`config.mk`:
```
export PLATFORM = sky130hd
export DESIGN_NAME = ess_decel_detector_flat
export DESIGN_NICKNAME = d
export VERILOG_FILES = /design/src/rtl/ess_decel_detector_if.sv /design/src/rtl/ess_decel_detector.sv /design/src/flat_wrapper.sv
export SDC_FILE = /design/constraint.sdc
export NUM_CORES = 1
export LEC_CHECK = 0
export CAP_MARGIN = 20
export CELL_PAD_IN_SITES_DETAIL_PLACEMENT = 0
export CELL_PAD_IN_SITES_GLOBAL_PLACEMENT = 1
export CORE_MARGIN = 2
export CORE_UTILIZATION = 30
export DETAILED_ROUTE_END_ITERATION = 10
export HOLD_SLACK_MARGIN = 0.12
export PLACE_DENSITY_LB_ADDON = 0.2
export SLEW_MARGIN = 20
export SYNTH_ARGS = -nofsm -noshare
export SYNTH_HDL_FRONTEND = slang
export SYNTH_SLANG_ARGS = --single-unit
```
`constraint.sdc`:
```
create_clock -name clk -period 2.41 [get_ports clk]
set_input_delay 0.241 -clock clk [delete_from_list [all_inputs] [get_ports clk]]
set_output_delay 0.241 -clock clk [all_outputs]
set_load 0.01 [all_outputs]
```
`src/rtl/ess_decel_detector_if.sv`:
```
// Pedal/speed inputs and ESS status outputs of the deceleration detector.
// The master drives vehicle inputs; the slave (detector) drives status.
interface ess_decel_detector_if #(
    parameter int SPEED_W = 8
);
    logic               tick_1sec;
    logic [SPEED_W-1:0] speed;
    logic               brake_pressed;
    logic               is_accel_pressed;
    logic               ess_trigger;
    logic [SPEED_W-1:0] decel_out;
    logic               armed;
    logic               fired;

    modport master (
        output tick_1sec, speed, brake_pressed, is_accel_pressed,
        input  ess_trigger, decel_out, armed, fired
    );

    modport slave (
        input  tick_1sec, speed, brake_pressed, is_accel_pressed,
        output ess_trigger, decel_out, armed, fired
    );
endinterface

```
`src/rtl/ess_decel_detector.sv`:
```
// Emergency Stop Signal trigger: samples speed once per second while braking and
// pulses ess_trigger after CONFIRM_CNT consecutive hard-deceleration samples.
module ess_decel_detector #(
    parameter int SPEED_W      = 8,
    parameter int DECEL_THRESH = 20,
    parameter int MIN_SPEED    = 40,
    parameter int CONFIRM_CNT  = 1
) (
    input  logic                  clk,
    input  logic                  rst,
    ess_decel_detector_if.slave   bus
);

    localparam logic [1:0] ST_IDLE  = 2'd0;
    localparam logic [1:0] ST_ARMED = 2'd1;
    localparam logic [1:0] ST_FIRED = 2'd2;

    localparam logic [SPEED_W-1:0] THRESH_V  = SPEED_W'(DECEL_THRESH);
    localparam logic [SPEED_W-1:0] MIN_V     = SPEED_W'(MIN_SPEED);
    localparam logic [2:0]         CONFIRM_V = 3'(CONFIRM_CNT);

    logic [1:0]         state, state_nxt;
    logic [SPEED_W-1:0] prev_speed, prev_nxt;
    logic [SPEED_W-1:0] decel_nxt;
    logic [2:0]         hit_cnt, hit_nxt;
    logic               trig_nxt;

    logic [SPEED_W-1:0] decel;
    logic               is_hit;
    logic               exit_req;
    logic               start_ok;
    logic [2:0]         hit_inc;

    // Subtract only when speed fell, so a rising speed reads as zero drop.
    assign decel    = (prev_speed > bus.speed) ? prev_speed - bus.speed : '0;
    assign is_hit   = (decel >= THRESH_V) && (prev_speed >= MIN_V);
    assign exit_req = !bus.brake_pressed || bus.is_accel_pressed;
    assign start_ok = bus.brake_pressed && !bus.is_accel_pressed && (bus.speed >= MIN_V);
    assign hit_inc  = hit_cnt + 3'd1;

    always_comb begin
        // NOTE: every output of this block gets a default first, so no path can infer a latch.
        state_nxt = state;
        prev_nxt  = prev_speed;
        hit_nxt   = hit_cnt;
        decel_nxt = bus.decel_out;
        trig_nxt  = 1'b0;
        case (state)
            ST_IDLE: begin
                if (bus.tick_1sec && start_ok) begin
                    prev_nxt  = bus.speed;
                    hit_nxt   = 3'd0;
                    state_nxt = ST_ARMED;
                end
            end
            ST_ARMED: begin
                // Pedal exit outranks a coincident tick: no measurement, no pulse.
                if (exit_req) begin
                    hit_nxt   = 3'd0;
                    state_nxt = ST_IDLE;
                end else if (bus.tick_1sec) begin
                    decel_nxt = decel;
                    prev_nxt  = bus.speed;
                    if (is_hit) begin
                        hit_nxt = hit_inc;
                        if (hit_inc == CONFIRM_V) begin
                            trig_nxt  = 1'b1;
                            state_nxt = ST_FIRED;
                        end
                    end else begin
                        hit_nxt = 3'd0;
                    end
                end
            end
            ST_FIRED: begin
                if (exit_req) begin
                    hit_nxt   = 3'd0;
                    state_nxt = ST_IDLE;
                end else if (bus.tick_1sec) begin
                    decel_nxt = decel;
                    prev_nxt  = bus.speed;
                end
            end
            default: begin
                hit_nxt   = 3'd0;
                state_nxt = ST_IDLE;
            end
        endcase
    end

    // armed/fired are registered copies of the next state so they move on the
    // same edge as the state register.
    always_ff @(posedge clk) begin
        // NOTE: sequential state uses non-blocking assignments so all registers update together.
        if (rst) begin
            state           <= ST_IDLE;
            prev_speed      <= '0;
            hit_cnt         <= 3'd0;
            bus.decel_out   <= '0;
            bus.ess_trigger <= 1'b0;
            bus.armed       <= 1'b0;
            bus.fired       <= 1'b0;
        end else begin
            state           <= state_nxt;
            prev_speed      <= prev_nxt;
            hit_cnt         <= hit_nxt;
            bus.decel_out   <= decel_nxt;
            bus.ess_trigger <= trig_nxt;
            bus.armed       <= (state_nxt == ST_ARMED);
            bus.fired       <= (state_nxt == ST_FIRED);
        end
    end

endmodule

```
`src/flat_wrapper.sv`:
```
// flat-port wrapper written by rule: the top's interface ports become plain ports
module ess_decel_detector_flat 
#(
    parameter int SPEED_W      = 8,
    parameter int DECEL_THRESH = 20,
    parameter int MIN_SPEED    = 40,
    parameter int CONFIRM_CNT  = 1
)
  (clk, rst, bus_tick_1sec, bus_speed, bus_brake_pressed, bus_is_accel_pressed, bus_ess_trigger, bus_decel_out, bus_armed, bus_fired);
  ess_decel_detector_if #(.SPEED_W(SPEED_W)) bus_i ();
  input  logic clk;
  input  logic rst;
  input wire logic [$bits(bus_i.tick_1sec)-1:0] bus_tick_1sec;
  input wire logic [$bits(bus_i.speed)-1:0] bus_speed;
  input wire logic [$bits(bus_i.brake_pressed)-1:0] bus_brake_pressed;
  input wire logic [$bits(bus_i.is_accel_pressed)-1:0] bus_is_accel_pressed;
  output wire logic [$bits(bus_i.ess_trigger)-1:0] bus_ess_trigger;
  output wire logic [$bits(bus_i.decel_out)-1:0] bus_decel_out;
  output wire logic [$bits(bus_i.armed)-1:0] bus_armed;
  output wire logic [$bits(bus_i.fired)-1:0] bus_fired;
  assign bus_i.tick_1sec = bus_tick_1sec;
  assign bus_i.speed = bus_speed;
  assign bus_i.brake_pressed = bus_brake_pressed;
  assign bus_i.is_accel_pressed = bus_is_accel_pressed;
  assign bus_ess_trigger = bus_i.ess_trigger;
  assign bus_decel_out = bus_i.decel_out;
  assign bus_armed = bus_i.armed;
  assign bus_fired = bus_i.fired;
  ess_decel_detector #(.SPEED_W(SPEED_W), .DECEL_THRESH(DECEL_THRESH), .MIN_SPEED(MIN_SPEED), .CONFIRM_CNT(CONFIRM_CNT)) u_core (.clk(clk), .rst(rst), .bus(bus_i));
endmodule
```
## After elaboration in Yosys (flattened, before gate mapping)

Index checks and enable logic that the tools add are counted.

| word-level totals | value |
|---|---|
| register bits after elaboration | 24 |
| input bits | 13 |
| output and inout port bits | 11 |
| word-level logic and storage cells | 60 |

| cells by class | value |
|---|---|
| add/sub/neg operators | 2 |
| $lt $le $gt $ge | 4 |
| equal/unequal tests | 10 |
| multiplexer cells | 19 |
| bitwise logic cells | 4 |
| reductions and logical operators | 14 |

Operators by type and width:

| operator | count |
|---|---|
| $mux W8 | 4 |
| $ge A8 B6 Y1 const B | 2 |
| $pmux W8 S2 | 1 |
| $mux W3 | 5 |
| $mux W2 | 6 |
| $pmux W3 S3 | 1 |
| $ge A8 B5 Y1 const B | 1 |
| $gt A8 B8 Y1 | 1 |
| $sub A8 B8 Y8 | 1 |
| $ne A2 B1 Y1 const B | 3 |
| $pmux W2 S3 | 1 |
| $reduce_and A3 Y1 | 2 |
| $reduce_or A5 Y1 | 1 |
| $eq A2 B1 Y1 const B | 2 |
| $eq A2 B2 Y1 const B | 2 |
| $logic_and A1 B1 Y1 | 4 |
| $not A1 Y1 | 4 |
| $reduce_and A4 Y1 | 1 |
| $add A3 B1 Y3 const B | 1 |
| $eq A3 B1 Y1 const B | 1 |
| $ne A3 B2 Y1 const B | 1 |
| $logic_not A1 Y1 | 2 |
| $logic_not A2 Y1 | 1 |
| $ne A2 B2 Y1 const B | 1 |
| 4 further kinds | 4 |

## Longest topological paths before layout

| depth | value |
|---|---|
| word-level depth | 9 |
| gate-level depth with buffers | 10 |
| depth with buffers taken out | 10 |

## Least setup slack after synthesis

No wires, ideal clock.

| path | value |
|---|---|
| path type | reg-to-reg |
| start | register u_core.prev_speed[0] |
| end | register u_core.bus.fired |
| data arrival time | 2.224 ns |
| setup slack | 0.108 ns |
| stages on the path, launching flop included | 11 |
| path buffers | 0 |
| clock period less this slack | 2.302 ns |
| cell sequence | dfxtp_1 > inv_1 > ha_1 > fa_1 > nand2b_1 > a211oi_2 > o21ai_2 > a21o_1 > nor4b_4 > a21oi_1 > nor3_1 |

| on the way | value |
|---|---|
| longest elaborated chain between the ends | 9 |

RTL lines:

| item | RTL line | source |
|---|---|---|
| from (decl) | ess_decel_detector.sv:23 | `logic [SPEED_W-1:0] prev_speed, prev_nxt;` |
| from (signal assigned) | ess_decel_detector.sv:105 | `prev_speed <= prev_nxt;` |
| $sub A8 B8 Y8 or $gt A8 B8 Y1 (tied branches) | ess_decel_detector.sv:35 | `assign decel = (prev_speed > bus.speed) ? prev_speed - bus.speed : '0;` |
| $mux W8 | ess_decel_detector.sv:35 |  |
| $ge A8 B5 Y1 | ess_decel_detector.sv:36 | `assign is_hit = (decel >= THRESH_V) && (prev_speed >= MIN_V);` |
| $logic_and A1 B1 Y1 (*) | ess_decel_detector.sv:36 |  |
| $mux W2 (*) | ess_decel_detector.sv:64 | `if (is_hit) begin` |
| $mux W2 (*) | ess_decel_detector.sv:61 | `end else if (bus.tick_1sec) begin` |
| $mux W2 (*) | ess_decel_detector.sv:58 | `if (exit_req) begin` |
| $pmux W2 S3 (*) | ess_decel_detector.sv:48 | `case (state)` |
| $eq A2 B2 Y1 (*) | ess_decel_detector.sv:110 | `bus.fired <= (state_nxt == ST_FIRED);` |
| to (signal assigned) | ess_decel_detector.sv:110 |  |
| to (decl) | ess_decel_detector_if.sv:22 | `output ess_trigger, decel_out, armed, fired` |

Mark *: on every way between the ends. The rest lies on a longest branch, timed or not.
A chain may end at the register's enable or synchronous reset.

## Final worst setup path

| path | value |
|---|---|
| start | input port bus_speed[6] |
| end | register u_core.bus.armed |

| on the way | value |
|---|---|
| longest elaborated chain between the ends | 9 |

RTL lines:

| item | RTL line | source |
|---|---|---|
| from (decl) | flat_wrapper.sv:14 | `input wire logic [$bits(bus_i.speed)-1:0] bus_speed;` |
| $sub A8 B8 Y8 or $gt A8 B8 Y1 (tied branches) | ess_decel_detector.sv:35 |  |
| $mux W8 | ess_decel_detector.sv:35 |  |
| $ge A8 B5 Y1 | ess_decel_detector.sv:36 |  |
| $logic_and A1 B1 Y1 | ess_decel_detector.sv:36 |  |
| $mux W2 | ess_decel_detector.sv:64 |  |
| $mux W2 | ess_decel_detector.sv:61 |  |
| $mux W2 | ess_decel_detector.sv:58 |  |
| $pmux W2 S3 (*) | ess_decel_detector.sv:48 |  |
| $eq A2 B1 Y1 (*) | ess_decel_detector.sv:109 | `bus.armed <= (state_nxt == ST_ARMED);` |
| to (signal assigned) | ess_decel_detector.sv:109 |  |
| to (decl) | ess_decel_detector_if.sv:22 |  |

Marks and branches as above.

==> results.md <==
- Portion of total power attributed to the clock network: 35.7%
- Total power divided by cell area: 421 nW/um2
- Root Driver: clkbuf_8
- HP Class: in -> reg
- Pin count of the biggest net entering global routing: 16
- GR Util met3: 1.41%
- Final hold violations: 0
- Placer congestion estimate: 0.730
- Post-layout utilization of the core: 47.2%
- Worst-Margin Slew: 690 ps
- First-pass GRT wire length: 6890 um
- Final Skew: 7.98 ps
- Average cell area after synthesis: 8.05 um2
- Number of global-route vias before repair: 1483
- Met2 capacity usage during global routing: 23.5%
- FF-to-FF path depth: 10
- Kind of critical path: in -> reg
- Required time at the worst-slack endpoint: 2580 ps
- Critical Path Source Type: input port
- Number of placed cells counting well taps: 323
- Crit-path max FO: 5
- # setup viols final: 0
- Internal: 0.759 mW
- # nets final: 291
- Total design power: 1.02 mW
- CTS tree: built
- Post-route insts no fill: 332
- Synthesized netlist net count: 228
- Largest incremental delay on the critical path: 460 ps
- Initial DRT Pass Iterations: 4
- Number of synthesized register bits: 24
- Bufs on Longest Clock Path: 2
- Initial standard-cell utilization of the core: 31.3%
- Drt initial violations: 29
- Synth warn: 0
- Overall fraction of global-route tracks in use: 14.1%
- Peak clock frequency supported by timing: 0.421 GHz
- Power share of the sequential group: 39.7%
- Post-route clock period utilization: 98.5%
- Hold-critical path depth: 5
- Gr busiest metal: met2
- Min Hold Slack: 403 ps
- Critical path depth in cells: 11
- Status: finished clean
- Reported max-cap violation count: 0
- Switching share of power: 25.7%
- Footprint of the multi-input gates: 1180 um2
- Cells traversed along the worst timing path: clkdlybuf4s50_1 -> inv_1 -> ha_2 -> nand4_1 -> buf_4 -> a211oi_4 -> o21ai_2 -> a21o_1 -> nor4b_4 -> a211oi_2 -> o21a_1
- Placeable Area: 5140 um2
- Fraction of final layout cells with drive strength greater than 1: 29.8%
- CTS sink count: 24
- Insertion delay of the later-clocked pin in the worst-skew pair: 270 ps
- Number of DRC violations after detailed routing: 0
- Horiz. Die Dim: 77.3 um
- Arrival time of data at the critical path endpoint: 2550 ps
- Number of antenna violations at the first check in global routing: 0
- Total grt overflow: 0
- Post-CTS clock slew at the launch and capture registers of the worst setup and hold paths: 100 ps
- Share of the yosys chip area belonging to registers: 29.8%
- Number of inserted filler cells in the final layout: 537
- Die Area: 5970 um2
- Post-DR wirelength/cell: 12.3 um
- CP bufs+invs: 3
- Leak: 0.960 nW
- H-tree level count: 1
- Gate family responsible for the most delay along the worst path: compound AO/OA/AOI/OAI gates
- Post-route minimum period: 2370 ps
- Via count of the routed design: 1531
- I/O pins: 24
- Post-CTS Hold Buffers: 0
- Total count of max-transition violations in the final report: 0
- Final wirelength: 4090 um
- Relative contribution of combinational cells to total power: 24.5%
- Element type at the critical path end: flop
- Area occupied by registers: 482 um2
- Maximum ir drop on the vdd rail: 0.207 mV
- Area Overhead vs Synth: 50.6%
- Total negative slack: 0 ps
- NetSw: 0.262 mW
- Critical-path top delay cell: clkdlybuf4s50_1
- Max_slew headroom: 53.9%
- Number of distinct library cells after synthesis: 44
- Std-Cell Rows: 26
- Port bufs: 23
- Post-DP HPWL: 3070 um
- Number of buffers added by the clock tree synthesis step: 3
- Via density per instance: 4.61
- Detail Route Antenna Nets: 0
- Synthesized area: 1610 um2
- Number of diodes added for antenna fixing: 0
- Vertical extent of the die: 77.3 um
- Synth Instances: 200
- GRT met1 Usage: 19.0%
metrics by stage:
| stage | instance area [um2] | setup slack (ps) |
|---|---|---|
| after floorplan | 1610 | 108 |
| after global placement | 2160 | -293 |
| after detailed placement | 2160 | -296 |
| after CTS | 2250 | 1.21 |
| after global routing | 2420 | -27.0 |
| final | 2420 | 36.0 |
layout make-up:
class                           count  area share [%]
Clock buffer                        3            1.70
Clock inverter                      1            1.24
Inverter                           18            2.79
Multi-Input combinational cell    153            48.8
Sequential cell                    24            19.9
Tap cell                           70            3.61
Timing Repair Buffer               63            22.0
cells by family (layout without fill, tap and decap cells):
family,after synthesis,after routing,share of synthesized area [%]
flops,24,24,29.8
buf+inv,23,85,5.83
xor+xnor,2,2,1.09
compound gates,57,57,25.4
simple gates,78,78,25.1
fa+ha+maj,15,15,12.1
mux,1,1,0.622
synthesized netlist by cell type, drive strengths merged:
cell	n	area (um2)
o21a	2	15.0
o2111ai	1	26.3
o311a	1	11.3
a2111oi	1	10.0
nand2b	4	25.0
a21oi	25	125
a311oi	2	23.8
nor2	34	130
nand4	2	12.5
or3b	1	8.76
a2bb2oi	1	8.76
a21o	2	15.0
nor2b	7	51.3
nor4b	1	23.8
and3	2	12.5
or2	1	6.26
inv	18	67.6
o41ai	1	16.3
o21ai	12	67.6
nor3b	1	7.51
ha	14	175
nand4b	1	8.76
nand2	10	37.5
o211ai	2	15.0
nor4bb	1	10.0
a311o	1	10.0
buf	1	11.3
dfxtp	24	480
xnor2	2	17.5
a211oi	2	25.0
fa	1	20.0
a31oi	3	18.8
nor3	9	45.0
o31ai	1	21.3
nand3b	2	15.0
nand3	2	10.0
clkbuf	4	15.0
mux2i	1	10.0
state kept, by name, summed over array words and instances (netlist names):
| name | count |
|---|---|
| u_core.bus.armed | 1 |
| u_core.bus.fired | 1 |
| u_core.state | 2 |
| u_core.prev_speed | 8 |
| u_core.hit_cnt | 3 |
| u_core.bus.decel_out | 8 |
| u_core.bus.ess_trigger | 1 |
power groups by stage:
stage / Sequential, mW / Clock (mW) / Combinational, mW
finish: 0.406 / 0.365 / 0.251
global route: 0.407 / 0.392 / 0.275
floorplan: 0.413 / 0 / 0.113
global placement: 0.414 / 0 / 0.212
detailed placement: 0.414 / 0 / 0.212
CTS: 0.405 / 0.376 / 0.218
what timing repair did:
item / 4_1_cts / 5_1_grt
gates resized for setup: 3 / 26
endpoints found under the setup margin: 3 / 9
pin swaps: 2 / 17
buffers inserted: 0 / 5
metal layers:
metal	part of all wire [%]	vias to the layer above
met3	2.5	6
met4	1.1	0
met1	50	683
li1	-	822
met2	46	20
met5	0	-
worst paths after layout:
check        slack [ps]                           endpoint                              start
min                 400  u_core.prev_speed[1]$_SDFFE_PP0P_                       bus_speed[1]
max                  40        u_core.bus.armed$_SDFF_PP0_                       bus_speed[6]
min reg2reg         470     u_core.hit_cnt[2]$_SDFFE_PP0P_     u_core.hit_cnt[2]$_SDFFE_PP0P_
max reg2reg         120        u_core.bus.armed$_SDFF_PP0_  u_core.prev_speed[0]$_SDFFE_PP0P_
tightest hold or removal path, stage by stage:
cell            delay, ps
dlymetal6s2s_1        120
inv_2                  70
nor2_1                100
a21oi_1                40
nor2_1                 70
placed cells by master (no fill, tap or decap), drive strengths merged, types with 3 or more instances in the layout:
cell	count
inv	18
ha	14
dfxtp	24
o21ai	12
nand2b	4
nor2	34
a31oi	3
clkdlybuf4s50	22
nor3	9
buf	40
nor2b	7
clkbuf	3
a21oi	25
nand2	10
(Power assumes the default switching activity.)
